===== src/rtl/pattern_stamper.sv =====
// pattern_stamper: stamps a 5x5 ROM pattern into a word-organised toroidal board by read-modify-write
module pattern_stamper #(
    parameter int BOARD_W = 128,
    parameter int BOARD_H = 128,
    parameter int WORD_W  = 16
) (
    input  logic                                       clk_in,
    input  logic                                       rst_in,
    input  logic                                       start_in,
    input  logic [1:0]                                 pat_sel_in,
    input  logic                                       mode_in,
    input  logic [$clog2(BOARD_W)-1:0]                 cursor_x_in,
    input  logic [$clog2(BOARD_H)-1:0]                 cursor_y_in,
    input  logic [WORD_W-1:0]                          data_r_in,
    output logic [$clog2(BOARD_W*BOARD_H/WORD_W)-1:0]  addr_r_out,
    output logic [$clog2(BOARD_W*BOARD_H/WORD_W)-1:0]  addr_w_out,
    output logic [WORD_W-1:0]                          data_w_out,
    output logic                                       wr_en_out,
    output logic                                       busy_out,
    output logic                                       done_out
);
    localparam int XW = $clog2(BOARD_W);
    localparam int YW = $clog2(BOARD_H);
    localparam int OW = $clog2(WORD_W);
    localparam int AW = $clog2(BOARD_W*BOARD_H/WORD_W);
    localparam logic [OW-1:0] STR_LIM = OW'(WORD_W-5);

    typedef enum logic [2:0] {IDLE, RD_A, WR_A, RD_B, WR_B, DONE} state_t;

    state_t            state_q, state_d;
    logic [2:0]        row_q, row_d;
    logic [XW-1:0]     x_q, x_d;
    logic [YW-1:0]     y_q, y_d;
    logic [1:0]        sel_q, sel_d;
    logic              mode_q, mode_d;

    function automatic logic [4:0] rom(input logic [1:0] s, input logic [2:0] r);
        return (s == 2'd0) ? ((r == 3'd0) ? 5'h01 : 5'h00) :
               (s == 2'd1) ? ((r == 3'd0) ? 5'h07 : 5'h00) :
               (s == 2'd2) ? ((r <= 3'd1) ? 5'h03 : 5'h00) :
               (r == 3'd0) ? 5'h02 : (r == 3'd1) ? 5'h04 : (r == 3'd2) ? 5'h07 : 5'h00;
    endfunction

    logic [OW-1:0]       off;
    logic                straddle, is_b, is_rd, is_wr;
    logic [2*WORD_W-1:0] field;
    logic [WORD_W-1:0]   mask;
    logic [XW-1:0]       col;
    logic [YW-1:0]       row_y;
    logic [AW-1:0]       addr;

    assign off      = x_q[OW-1:0];
    assign straddle = off > STR_LIM;
    assign field    = {{(2*WORD_W-5){1'b0}}, rom(sel_q, row_q)} << off;
    assign is_b     = (state_q == RD_B) || (state_q == WR_B);
    assign is_rd    = (state_q == RD_A) || (state_q == RD_B);
    assign is_wr    = (state_q == WR_A) || (state_q == WR_B);
    assign mask     = is_b ? field[2*WORD_W-1:WORD_W] : field[WORD_W-1:0];
    assign col      = is_b ? x_q + XW'(WORD_W) : x_q;
    assign row_y    = y_q + YW'(row_q);
    assign addr     = {row_y, col[XW-1:OW]};

    assign addr_r_out = is_rd ? addr : '0;
    assign addr_w_out = is_wr ? addr : '0;
    assign wr_en_out  = is_wr;
    assign data_w_out = is_wr ? (mode_q ? (data_r_in ^ mask) : (data_r_in | mask)) : '0;
    assign busy_out   = state_q != IDLE;
    assign done_out   = state_q == DONE;

    // next-state: walk rows A then optional B word, latching the request on start
    always_comb begin
        state_d = state_q;
        row_d   = row_q;
        x_d     = x_q;
        y_d     = y_q;
        sel_d   = sel_q;
        mode_d  = mode_q;
        case (state_q)
            IDLE: if (start_in) begin
                state_d = RD_A;
                row_d   = 3'd0;
                x_d     = cursor_x_in;
                y_d     = cursor_y_in;
                sel_d   = pat_sel_in;
                mode_d  = mode_in;
            end
            RD_A: state_d = WR_A;
            RD_B: state_d = WR_B;
            WR_A, WR_B: begin
                if (state_q == WR_A && straddle) state_d = RD_B;
                else if (row_q == 3'd4) state_d = DONE;
                else begin
                    state_d = RD_A;
                    row_d   = row_q + 3'd1;
                end
            end
            default: state_d = IDLE;
        endcase
    end

    // state and latched request registers, cleared by active-low sync reset
    always_ff @(posedge clk_in) begin
        if (!rst_in) begin
            state_q <= IDLE;
            row_q   <= '0;
            x_q     <= '0;
            y_q     <= '0;
            sel_q   <= '0;
            mode_q  <= 1'b0;
        end else begin
            state_q <= state_d;
            row_q   <= row_d;
            x_q     <= x_d;
            y_q     <= y_d;
            sel_q   <= sel_d;
            mode_q  <= mode_d;
        end
    end
endmodule

===== config.mk =====
export PLATFORM = sky130hd
export DESIGN_NAME = pattern_stamper
export DESIGN_NICKNAME = d
export VERILOG_FILES = /design/src/rtl/pattern_stamper.sv
export SDC_FILE = /design/constraint.sdc
export NUM_CORES = 1
export LEC_CHECK = 0
export ABC_AREA = 1
export CAP_MARGIN = 20
export CELL_PAD_IN_SITES_DETAIL_PLACEMENT = 0
export CELL_PAD_IN_SITES_GLOBAL_PLACEMENT = 2
export CORE_UTILIZATION = 23
export CTS_CLUSTER_SIZE = 16
export DETAILED_ROUTE_END_ITERATION = 8
export PLACE_DENSITY = 0.9
export SYNTH_ARGS = -nofsm -noshare
export SYNTH_HDL_FRONTEND = slang
export SYNTH_SLANG_ARGS = --single-unit

===== constraint.sdc =====
create_clock -name clk_in -period 2.9 [get_ports clk_in]
set_input_delay 0.29 -clock clk_in [delete_from_list [all_inputs] [get_ports clk_in]]
set_output_delay 0.29 -clock clk_in [all_outputs]
set_load 0.03 [all_outputs]

==> out/qor.yml <==
synth:
  synth-async-reset-ratio: 0
  yosys_warnings: 0
  synth_cells: 309
  ys.flop_type: "dfxtp_1"
  yosysSeqAreaShare: 0.2241
  yosys_register_bits: 23
  syn-num-nets: 370
  syn_area_per_cell_um2: 6.649
  synth_cell_types: 32
  synth_edf_count: 0
  syn_area_um2: 2054
global_routing:
  antenna_found_initial: 0
  grt_first_pass_wirelength_um: 9328
  grt_overflow: 0
  grt_pass1_vias: 1974
  grt_usage: 0.1280
  grt_max_degree: 33
power:
  power.switching_uw: 526.3
  combinationalPowerShare: 0.509
  p_clk_frac: 0.168
  finalPower_uw: 1220
  swShare: 0.4312
  power_density_nw_per_um2: 388.8
  internal-power_uw: 694.1
  seqPwrFrac: 0.323
  leakage_uw: 0.001259
  irDropWorstVdd_v: 0.0001718
floorplan:
  placementRows: 34
  fp.dieW_um: 96.51
  core_area_um2: 8678
  dieArea_um2: 9314
  start_util: 0.2367
  die_y_um: 96.51
  io_pins: 75
final_layout:
  final_common_cell: "clkdlybuf4s50_1"
  fin_cells: 490
  nets: 444
  nFillCells: 968
  drive_above_1_share: 0.2147
  ff_latch_area_um2: 467.9
  final_area_um2: 3139
  area_delta_synth_final_pct: 52.80
  n_antenna_cell: 0
  final_cell_mix: "58 x clkdlybuf4s50_1, 54 x nor2_1, 35 x inv_1, 26 x nand3_1, 23 x nand2_1"
  multi_input_area_um2: 1564
worst_hold_path:
  hold_path.class: "register to register"
  hp-start: "y_q[6]$_SDFFE_PN0P_"
  hold_end: "y_q[6]$_SDFFE_PN0P_"
  hold-path-cell-count: 2
timing:
  finalCritPeriodShare: 0.9552
  tightestPinTransition_ps: 1083
  setup_tns_ps: 0
  post-route-min-period_ps: 2770
  drv_slew: 0
  max-slew-margin-rel: 0.2775
  fmax_mhz: 361.0
  fin_hold_ws_ps: 474.8
  skew_ps: 2.163
  rsz0062_at_grt: "yes"
  finalSetupViolCount: 0
  hold_viol_final: 0
placed_design:
  numPortBuffers: 74
  place_hpwl_um: 4665
  placed_area_um2: 2851
  place.gp.congestion: 0.7510
  placed_cells: 484
detailed_routing:
  drt_iter0_markers: 71
  via_per_inst: 4.565
  first_pass_iters: 4
  drc_errors: 0
  wl_um: 6005
  vias: 2237
  route.antenna.remaining_nets: 0
  wl_per_cell_um: 12.26
clock_tree:
  cts_root_buf: "clkbuf_8"
  cts_tree: "done"
  clock_latency_ps: 270
  cts-htree-levels: 1
  numCtsBuffers: 3
  cts_buffer_depth: 2
  tritoncts_num_sinks: 23
  cts_hold_buf: 0
  path_clk_slew_ps: 90
run_status:
  outcome: "finished, final reports clean"
critical_path:
  critPathMaxFanout: 3
  end_kind: "primary output"
  crit_type: "register to primary output"
  critPathRequiredTime_ps: 2610
  timing.rr.start: "x_q[2]$_SDFFE_PN0P_"
  rr_worst_depth: 7
  start_kind: "register"
  critPathArrivalTime_ps: 2480
  r2r_setup_slack_ps: 830
  rr_endpoint: "row_q[0]$_SDFFE_PN0P_"
flow_run:
  drv_cap: 0
[stage by stage]
stage | util | setup slack [ps]
after floorplan | - | 107.4
after global placement | 0.3286 | 216.9
after detailed placement | 0.3286 | 160.7
after CTS | 0.3374 | 8.821
after global routing | 0.3617 | -49.16
final | 0.3617 | 129.8
[flip-flops by register name (all words and copies together) (netlist names)]
signal / count
row_q: 3
state_q: 3
mode_q: 1
y_q: 7
x_q: 7
sel_q: 2
[cells in the mapped netlist (2+ instances only)]
cell type / number / area, µm²
nand4_1: 3 / 18.77
o211ai_1: 3 / 22.52
a21oi_1: 22 / 110.1
nor3_1: 3 / 15.01
clkbuf_1: 7 / 26.28
ha_1: 24 / 300.3
nand2_1: 28 / 105.1
a211oi_1: 17 / 127.6
inv_1: 40 / 150.1
xor2_1: 6 / 52.55
nand3_1: 37 / 185.2
o21ai_0: 11 / 55.05
dfxtp_1: 23 / 460.4
nor2_1: 59 / 221.5
o21ai_1: 5 / 25.02
buf_6: 2 / 22.52
inv_2: 4 / 15.01
[worst max path at each step]
stage | from | to | slack [ps]
floorplan | row_q[1]$_SDFFE_PN0P_ | data_w_out[9] | 110
global placement | row_q[0]$_SDFFE_PN0P_ | data_w_out[1] | 220
detailed placement | row_q[0]$_SDFFE_PN0P_ | data_w_out[7] | 160
CTS | row_q[0]$_SDFFE_PN0P_ | data_w_out[4] | 9
global route | row_q[1]$_SDFFE_PN0P_ | data_w_out[1] | -50
finish | row_q[0]$_SDFFE_PN0P_ | data_w_out[1] | 130
[routing by layer]
layer,global-route usage,routed length [µm],up-vias
met3,0.007825,177,5
li1,-,-,1175
met5,0,0,-
met4,0.03676,64,0
met2,0.2224,2977,33
met1,0.1699,2786,1024
[critical path: stages, from the launching register on]
cell and delay [ps]:
dfxtp_4 370, buf_6 120, ha_4 160, inv_2 60
nand3_2 70, nand3_2 80, nand3_2 110, nand3_4 120
nand4_1 130, nor2_1 160, nor2_2 70, ha_1 280
nor2_2 40, a211oi_2 240, buf_4 200
[logic make-up after synthesis]
kind of cell,synth area share
compound gates,0.1778
xor+xnor,0.02984
fa+ha+maj,0.1559
buf+inv,0.1157
flops,0.2241
simple gates,0.2966
[power by group through the flow]
stage	logic, µW	clock network (µW)	registers [µW]
floorplan	380	0	383
global placement	541	0	393
detailed placement	546	0	394
CTS	557	217	387
global route	696	225	399
finish	621	205	395
[cell type report]
| type | instances | share of cell area |
|---|---|---|
| Clock buffer | 3 | 0.01315 |
| Clock inverter | 1 | 0.001594 |
| Inverter | 45 | 0.05620 |
| Multi-Input combinational cell | 230 | 0.4982 |
| Sequential cell | 23 | 0.1491 |
| Tap cell | 108 | 0.04305 |
| Timing Repair Buffer | 80 | 0.2387 |
[timing repair]
action,in CTS,in global routing
pin swaps,5,25
resized for setup,8,50
gates cloned,0,0
setup endpoints to repair,15,16
setup buffers,0,2
No activity file was read; power rests on OpenSTA's default activity.
